**src/rtl/vend_pkg.sv**
```systemverilog
// Shared types for the vending transaction sequencer: state encoding, coin codes,
// coin value decode and default product prices.
package vend_pkg;

   typedef enum logic [2:0] {
      StIdle,
      StCollect,
      StVend,
      StChange,
      StDone
   } state_e;

   localparam logic [2:0] CoinNone = 3'b000;
   localparam logic [2:0] Coin1    = 3'b001;
   localparam logic [2:0] Coin2    = 3'b010;
   localparam logic [2:0] Coin5    = 3'b100;

   localparam int unsigned DefPrice1 = 2;
   localparam int unsigned DefPrice2 = 3;
   localparam int unsigned DefPrice3 = 4;

   function automatic logic coin_valid(input logic [2:0] code);
      return (code == Coin1) || (code == Coin2) || (code == Coin5);
   endfunction

   function automatic logic [2:0] coin_value(input logic [2:0] code);
      case (code)
         Coin1:   return 3'd1;
         Coin2:   return 3'd2;
         Coin5:   return 3'd5;
         default: return 3'd0;
      endcase
   endfunction

endpackage

```
**src/rtl/vend_txn_ctrl_if.sv**
```systemverilog
// Front panel / actuator bundle of the vending sequencer.
// master = sequencer side, slave = panel, dispenser and ejector side.
interface vend_txn_ctrl_if #(
   parameter int unsigned CW = 5
);
   logic          BTN1;
   logic          BTN2;
   logic          BTN3;
   logic          cancel;
   logic [2:0]    Money_in;
   logic          disp_ack;
   logic          coin_ack;
   logic [2:0]    product;
   logic [CW-1:0] credit;
   logic          disp_req;
   logic          coin_req;
   logic [2:0]    coin_type;
   logic          delivered;
   logic          bad_coin;
   logic          busy;

   modport master (
      input  BTN1, BTN2, BTN3, cancel, Money_in, disp_ack, coin_ack,
      output product, credit, disp_req, coin_req, coin_type, delivered, bad_coin, busy
   );

   modport slave (
      output BTN1, BTN2, BTN3, cancel, Money_in, disp_ack, coin_ack,
      input  product, credit, disp_req, coin_req, coin_type, delivered, bad_coin, busy
   );

endinterface

```
**src/rtl/vend_change_sel.sv**
```systemverilog
// Greedy change chooser: largest coin (5, 2, 1) not exceeding the remaining credit.
module vend_change_sel
   import vend_pkg::*;
#(
   parameter int unsigned CW = 5
) (
   input  logic [CW-1:0] credit_i,
   output logic [2:0]    coin_type_o,
   output logic [2:0]    value_o
);

   always_comb begin
      coin_type_o = CoinNone;
      value_o     = 3'd0;
      if (credit_i >= CW'(5)) begin
         coin_type_o = Coin5;
         value_o     = 3'd5;
      end else if (credit_i >= CW'(2)) begin
         coin_type_o = Coin2;
         value_o     = 3'd2;
      end else if (credit_i != '0) begin
         coin_type_o = Coin1;
         value_o     = 3'd1;
      end
   end

endmodule

```
**src/rtl/vend_txn_ctrl.sv**
```systemverilog
// Vending transaction sequencer: button arbitration, coin credit, dispense handshake, change payout.
// Optional idle-coin refund timeout enabled by defining VEND_TIMEOUT_EN.
module vend_txn_ctrl
   import vend_pkg::*;
#(
   parameter int unsigned CW     = 5,
   parameter int unsigned PRICE1 = DefPrice1,
   parameter int unsigned PRICE2 = DefPrice2,
`ifdef VEND_TIMEOUT_EN
   parameter int unsigned PRICE3 = DefPrice3,
   parameter int unsigned TMO    = 64
`else
   parameter int unsigned PRICE3 = DefPrice3
`endif
) (
   input logic              clk,
   input logic              reset,
   vend_txn_ctrl_if.master  bus
);

   state_e        state_q, state_d;
   logic [2:0]    product_q, product_d;
   logic [CW-1:0] credit_q, credit_d;
   logic [2:0]    money_prev_q;
   logic          ge_q, ge_d;
   logic          vended_q, vended_d;
   logic          coin_req_q, coin_req_d;
   logic [2:0]    coin_type_q, coin_type_d;
   logic          delivered_q, delivered_d;
   logic          bad_coin_q, bad_coin_d;

   logic [CW-1:0] price;
   logic          coin_evt;
   logic [CW:0]   credit_sum;
   logic [CW-1:0] credit_sat;
   logic [2:0]    sel_type;
   logic [2:0]    sel_value;
   logic          tmo_hit;

   vend_change_sel #(
      .CW (CW)
   ) u_change_sel (
      .credit_i    (credit_q),
      .coin_type_o (sel_type),
      .value_o     (sel_value)
   );

   always_comb begin
      if (product_q[0])      price = CW'(PRICE1);
      else if (product_q[1]) price = CW'(PRICE2);
      else                   price = CW'(PRICE3);
   end

   // A coin counts once, on the transition away from the idle code.
   assign coin_evt   = (bus.Money_in != CoinNone) && (money_prev_q == CoinNone);
   assign credit_sum = {1'b0, credit_q} + (CW+1)'(coin_value(bus.Money_in));
   assign credit_sat = credit_sum[CW] ? '1 : credit_sum[CW-1:0];

`ifdef VEND_TIMEOUT_EN
   localparam int unsigned TW = $clog2(TMO + 1);
   logic [TW-1:0] tmo_q;

   always_ff @(posedge clk) begin
      if (reset || (state_q != StCollect) || coin_evt) tmo_q <= '0;
      else                                            tmo_q <= tmo_q + 1'b1;
   end

   assign tmo_hit = (state_q == StCollect) && !coin_evt && (tmo_q == TW'(TMO - 1));
`else
   assign tmo_hit = 1'b0;
`endif

   always_comb begin
      state_d     = state_q;
      product_d   = product_q;
      credit_d    = credit_q;
      ge_d        = 1'b0;
      vended_d    = vended_q;
      coin_req_d  = coin_req_q;
      coin_type_d = coin_type_q;
      delivered_d = 1'b0;
      bad_coin_d  = 1'b0;
      unique case (state_q)
         StIdle: begin
            if (bus.BTN1 || bus.BTN2 || bus.BTN3) begin
               if (bus.BTN1)      product_d = 3'b001;
               else if (bus.BTN2) product_d = 3'b010;
               else               product_d = 3'b100;
               state_d = StCollect;
            end
         end
         StCollect: begin
            ge_d = (credit_q >= price);
            if (coin_evt) begin
               if (coin_valid(bus.Money_in)) credit_d   = credit_sat;
               else                          bad_coin_d = 1'b1;
            end
            if (bus.cancel || tmo_hit) begin
               product_d = '0;
               state_d   = StChange;
            end else if (ge_q) begin
               state_d = StVend;
            end
         end
         StVend: begin
            if (bus.disp_ack) begin
               credit_d = credit_q - price;
               vended_d = 1'b1;
               state_d  = StChange;
            end
         end
         StChange: begin
            // coin_req drops for one cycle after each ack so the next coin is re-chosen.
            if (coin_req_q) begin
               if (bus.coin_ack) begin
                  credit_d    = credit_q - CW'(sel_value);
                  coin_req_d  = 1'b0;
                  coin_type_d = CoinNone;
               end
            end else if (credit_q == '0) begin
               state_d = StDone;
            end else begin
               coin_req_d  = 1'b1;
               coin_type_d = sel_type;
            end
         end
         StDone: begin
            delivered_d = vended_q;
            vended_d    = 1'b0;
            product_d   = '0;
            state_d     = StIdle;
         end
         default: state_d = StIdle;
      endcase
   end

   always_ff @(posedge clk) begin
      if (reset) begin
         state_q      <= StIdle;
         product_q    <= '0;
         credit_q     <= '0;
         money_prev_q <= CoinNone;
         ge_q         <= 1'b0;
         vended_q     <= 1'b0;
         coin_req_q   <= 1'b0;
         coin_type_q  <= CoinNone;
         delivered_q  <= 1'b0;
         bad_coin_q   <= 1'b0;
      end else begin
         state_q      <= state_d;
         product_q    <= product_d;
         credit_q     <= credit_d;
         money_prev_q <= bus.Money_in;
         ge_q         <= ge_d;
         vended_q     <= vended_d;
         coin_req_q   <= coin_req_d;
         coin_type_q  <= coin_type_d;
         delivered_q  <= delivered_d;
         bad_coin_q   <= bad_coin_d;
      end
   end

   assign bus.product   = product_q;
   assign bus.credit    = credit_q;
   assign bus.disp_req  = (state_q == StVend);
   assign bus.coin_req  = coin_req_q;
   assign bus.coin_type = coin_type_q;
   assign bus.delivered = delivered_q;
   assign bus.bad_coin  = bad_coin_q;
   assign bus.busy      = (state_q != StIdle);

endmodule

```
**src/flat_wrapper.sv**
```systemverilog
// flat-port wrapper written by rule: the top's interface ports become plain ports
module vend_txn_ctrl_flat import vend_pkg::*;
#(
   parameter int unsigned CW     = 5,
   parameter int unsigned PRICE1 = DefPrice1,
   parameter int unsigned PRICE2 = DefPrice2,

   parameter int unsigned PRICE3 = DefPrice3

)
  (clk, reset, bus_BTN1, bus_BTN2, bus_BTN3, bus_cancel, bus_Money_in, bus_disp_ack, bus_coin_ack, bus_product, bus_credit, bus_disp_req, bus_coin_req, bus_coin_type, bus_delivered, bus_bad_coin, bus_busy);
  vend_txn_ctrl_if #(.CW(CW)) bus_i ();
  input logic clk;
  input logic reset;
  input wire logic [$bits(bus_i.BTN1)-1:0] bus_BTN1;
  input wire logic [$bits(bus_i.BTN2)-1:0] bus_BTN2;
  input wire logic [$bits(bus_i.BTN3)-1:0] bus_BTN3;
  input wire logic [$bits(bus_i.cancel)-1:0] bus_cancel;
  input wire logic [$bits(bus_i.Money_in)-1:0] bus_Money_in;
  input wire logic [$bits(bus_i.disp_ack)-1:0] bus_disp_ack;
  input wire logic [$bits(bus_i.coin_ack)-1:0] bus_coin_ack;
  output wire logic [$bits(bus_i.product)-1:0] bus_product;
  output wire logic [$bits(bus_i.credit)-1:0] bus_credit;
  output wire logic [$bits(bus_i.disp_req)-1:0] bus_disp_req;
  output wire logic [$bits(bus_i.coin_req)-1:0] bus_coin_req;
  output wire logic [$bits(bus_i.coin_type)-1:0] bus_coin_type;
  output wire logic [$bits(bus_i.delivered)-1:0] bus_delivered;
  output wire logic [$bits(bus_i.bad_coin)-1:0] bus_bad_coin;
  output wire logic [$bits(bus_i.busy)-1:0] bus_busy;
  assign bus_i.BTN1 = bus_BTN1;
  assign bus_i.BTN2 = bus_BTN2;
  assign bus_i.BTN3 = bus_BTN3;
  assign bus_i.cancel = bus_cancel;
  assign bus_i.Money_in = bus_Money_in;
  assign bus_i.disp_ack = bus_disp_ack;
  assign bus_i.coin_ack = bus_coin_ack;
  assign bus_product = bus_i.product;
  assign bus_credit = bus_i.credit;
  assign bus_disp_req = bus_i.disp_req;
  assign bus_coin_req = bus_i.coin_req;
  assign bus_coin_type = bus_i.coin_type;
  assign bus_delivered = bus_i.delivered;
  assign bus_bad_coin = bus_i.bad_coin;
  assign bus_busy = bus_i.busy;
  vend_txn_ctrl #(.CW(CW), .PRICE1(PRICE1), .PRICE2(PRICE2), .PRICE3(PRICE3)) u_core (.clk(clk), .reset(reset), .bus(bus_i));
endmodule
```
**config.mk**
```make
export PLATFORM = sky130hd
export DESIGN_NAME = vend_txn_ctrl_flat
export DESIGN_NICKNAME = d
export VERILOG_FILES = /design/src/rtl/vend_pkg.sv /design/src/rtl/vend_txn_ctrl_if.sv /design/src/rtl/vend_change_sel.sv /design/src/rtl/vend_txn_ctrl.sv /design/src/flat_wrapper.sv
export SDC_FILE = /design/constraint.sdc
export NUM_CORES = 1
export LEC_CHECK = 0
export ABC_CLOCK_PERIOD_IN_PS = 3000
export CORE_MARGIN = 3
export CORE_UTILIZATION = 45
export DETAILED_ROUTE_END_ITERATION = 12
export PLACE_DENSITY = 0.7
export SETUP_SLACK_MARGIN = 0.2
export SLEW_MARGIN = 15
export SYNTH_ARGS = -nofsm -noshare
export SYNTH_HDL_FRONTEND = slang
export SYNTH_SLANG_ARGS = --single-unit
export TNS_END_PERCENT = 20
```
**constraint.sdc**
```tcl
create_clock -name clk -period 3 [get_ports clk]
set_input_delay 0.3 -clock clk [delete_from_list [all_inputs] [get_ports clk]]
set_output_delay 0.3 -clock clk [all_outputs]
set_load 0.01 [all_outputs]
```
==> flow_metrics.py <==
metrics = {
    "outcome": {
        "status": "complete, no violations",
    },
    "drt": {
        "drc": 0,
        "wirelength_um": 3510,
        "wire_per_inst_um": 13.9,
        "antenna_left": 0,
        "dr.pass1.iters": 4,
        "viasPerCell": 5.62,
        "drt_iter0_drc": 130,
        "num_vias": 1422,
    },
    "global_route": {
        "antenna_found_initial": 0,
        "grt_pass1_wl_um": 6290,
        "grt_overflow": 0,
        "grt_start_max_net_pins": 23,
        "grt_pass1_vias": 1422,
        "grt_use_total": 0.191,
    },
    "power": {
        "p_seq_frac": 0.270,
        "p_int_w": 0.000864,
        "combPwrFrac": 0.570,
        "p_sw_frac": 0.412,
        "p_switching_w": 0.000604,
        "p_clk_frac": 0.160,
        "power.static_leakage_nw": 0.720,
        "power_density_nw_per_um2": 788,
        "peakVddDrop_mv": 0.356,
        "p_total_w": 0.00147,
    },
    "yosys": {
        "syn_inst": 182,
        "synth_top_area_frac": 0.296,
        "syn_nets": 204,
        "synth_area_leaders": "dfxtp_1 30%, ha_1 7.6%, a21oi_1 5.7%, nand2b_1 5.0%, nand2_1 3.5%",
        "ys_seq_area_frac": 0.296,
        "yosys.area.top_type": "dfxtp_1",
        "async_flop_share": 0,
        "synth_area_um2": 1490,
        "yosysWarnings": 0,
        "synth_area_per_cell_um2": 8.17,
        "synth_enable_flop_cells": 0,
        "ys_seq_elements": 22,
        "synthFlopType": "dfxtp_1",
        "yosysUniqueCellTypes": 45,
    },
    "worst_setup_path": {
        "reg2reg_depth": 10,
        "critPathLaunch": "u_core.bus.credit[1]",
        "cp_max_fo": 9,
        "r2r_setup_slack_ns": 0.45,
        "critPathRequiredTime_ns": 3.22,
        "worst_r2r_endpoint": "u_core.bus.credit[4]",
        "crit_top_cell": "a21oi_1",
        "critical_path.endpoint": "u_core.bus.credit[4]",
        "crit_type": "flop to flop",
        "worstPathCellList": "nor4_1 > a21oi_1 > o21ai_1 > ha_1 > fa_1 > nor2b_1 > or4_1 > o21ai_0 > a21oi_1 > a311oi_1",
        "slowest_stage": "nor4_1",
        "r2r-start": "u_core.bus.credit[1]",
        "slowest_delay_ns": 0.45,
        "cp.arrival_ns": 2.77,
        "startpoint_type": "flop",
        "end_kind": "flop",
    },
    "timing": {
        "rsz0062_at_grt": "no",
        "fin_tns_setup_ns": 0,
        "slew_violations": 0,
        "fin_skew_ns": 0.00613,
        "setup_viol": 0,
        "fin_hold_ws_ns": 0.468,
        "hold_viol": 0,
        "maxSlewHeadroom": 0.431,
        "max_freq_mhz": 392,
        "tightest_slew_ns": 0.851,
        "period_share": 0.850,
        "finalCriticalPeriod_ns": 2.55,
    },
    "clock_tree": {
        "cts_hold_buffers": 0,
        "clock-sinks": 22,
        "clkLatencyLatePin_ns": 0.32,
        "cts_buffers": 3,
        "cts_tree": "yes",
        "max-clock-path-buffers": 2,
        "clkTransAtPathRegs_ns": 0.13,
        "cts_setup_buffers": 0,
        "cts_root_buffer": "clkbuf_4",
        "htreeDepth": 1,
        "cts.repair.resized": 0,
    },
    "final_layout": {
        "fin_nets": 232,
        "drive_above_1_share": 0.0813,
        "nFillCells": 306,
        "diodes": 0,
        "final_area_um2": 1860,
        "area_delta_synth_final_pct": 25.2,
    },
    "die": {
        "die_width_um": 63.5,
        "start_util": 0.479,
        "ios": 27,
        "rows": 20,
        "die_h_um": 63.5,
        "coreArea_um2": 3100,
        "dieArea_um2": 4030,
    },
    "placement": {
        "hpwl_um": 2620,
        "placed_area_um2": 1810,
        "portBuffers": 26,
        "gp_congestion": 0.836,
    },
    "job": {
        "maxCapViolations": 0,
    },
    "hold_path": {
        "holdCritPathClass": "flop to flop",
    },
}
## sequential cells by signal (all words and copies together), names as in the netlist
name	flops
u_core.bus.product	3
u_core.bus.bad_coin	1
u_core.ge_q	1
u_core.bus.delivered	1
u_core.state_q	3
u_core.bus.coin_type	3
u_core.bus.coin_req	1
u_core.money_prev_q	3
u_core.vended_q	1
u_core.bus.credit	5
## synthesized netlist by cell type (2+ instances only)
library cell,instances
dfxtp_1,22
a21oi_1,17
nand2_1,14
nand2b_1,12
nor2_1,12
nor3_1,10
ha_1,9
inv_1,9
o21ai_0,9
nor2b_1,8
clkbuf_1,6
nor4_1,4
a21o_1,3
buf_2,3
nand3_1,3
nor3b_1,3
o211ai_1,3
a311oi_1,2
fa_1,2
nor4b_1,2
o21a_1,2
o31ai_1,2
or4_1,2
xnor2_1,2
## area by class of cell
cell class                      count  area [um^2]  area share
Clock inverter                      1         30.0      0.0161
Multi-Input combinational cell    142          976       0.524
Timing Repair Buffer               32          305       0.164
Tap cell                           44         55.1      0.0295
Clock buffer                        3         22.5      0.0121
Inverter                            9         33.8      0.0181
Sequential cell                    22          440       0.236
## worst min path at each step
stage | start | end | cells after the start | slack (ns)
final | u_core.vended_q | u_core.bus.delivered | 2 | 0.47
after CTS | u_core.vended_q | u_core.bus.delivered | 2 | 0.47
after global routing | u_core.vended_q | u_core.bus.delivered | 2 | 0.50
after detailed placement | u_core.vended_q | u_core.bus.delivered | 2 | 0.45
after floorplan | reset | u_core.state_q[0] | 1 | 0.37
after global placement | u_core.bus.coin_type[2] | u_core.bus.coin_type[2] | 2 | 0.44
## routing by layer
layer	up-vias	wire, um	global-route usage
li1	711	-	-
met1	666	1680	0.249
met2	40	1610	0.308
met3	5	181	0.0357
met4	0	42	0.0782
met5	-	0	0
## through the flow
step	util	setup WS (ns)	cells
after CTS	0.600	0.469	253
after global routing	0.600	0.220	253
after detailed placement	0.583	0.354	249
after floorplan	-	0.544	182
final	0.600	0.449	253
after global placement	0.583	0.367	249
## cell families (layout without fill, tap and decap cells)
logic type,count (synthesis),count (layout),synth area share
simple gates,78,78,0.308
compound gates,50,50,0.228
flops,22,22,0.296
buf+inv,18,45,0.0479
fa+ha+maj,11,11,0.103
xor+xnor,3,3,0.0177
## power by group through the flow
stage	sequential, W	combinational, W	clock (W)
CTS	0.000396	0.000836	0.000237
detailed placement	0.000402	0.000827	0
finish	0.000396	0.000837	0.000235
floorplan	0.000421	0.000542	0
global placement	0.000401	0.000812	0
global route	0.000405	0.000933	0.000252
## worst max-delay path: cells and delay by family (launching register included)
family          cells  cell delay, ns
simple gates        3            0.92
flops               1            0.42
compound gates      5            0.71
fa+ha+maj           2            0.41
## cells in the final DEF, fill, tap and decap left out, types with 2 or more instances in the layout
cell             instances
clkdlybuf4s50_1         26
dfxtp_1                 22
a21oi_1                 17
nand2_1                 14
nor2_1                  12
nand2b_1                12
nor3_1                  10
o21ai_0                  9
inv_1                    9
ha_1                     9
nor2b_1                  8
buf_4                    6
nor4_1                   4
nor3b_1                  3
a21o_1                   3
o211ai_1                 3
nand3_1                  3
clkbuf_4                 3
o31ai_1                  2
xnor2_1                  2
or4_1                    2
a311oi_1                 2
nor4b_1                  2
o21a_1                   2
fa_1                     2
Power figures use the tool's default switching activity.
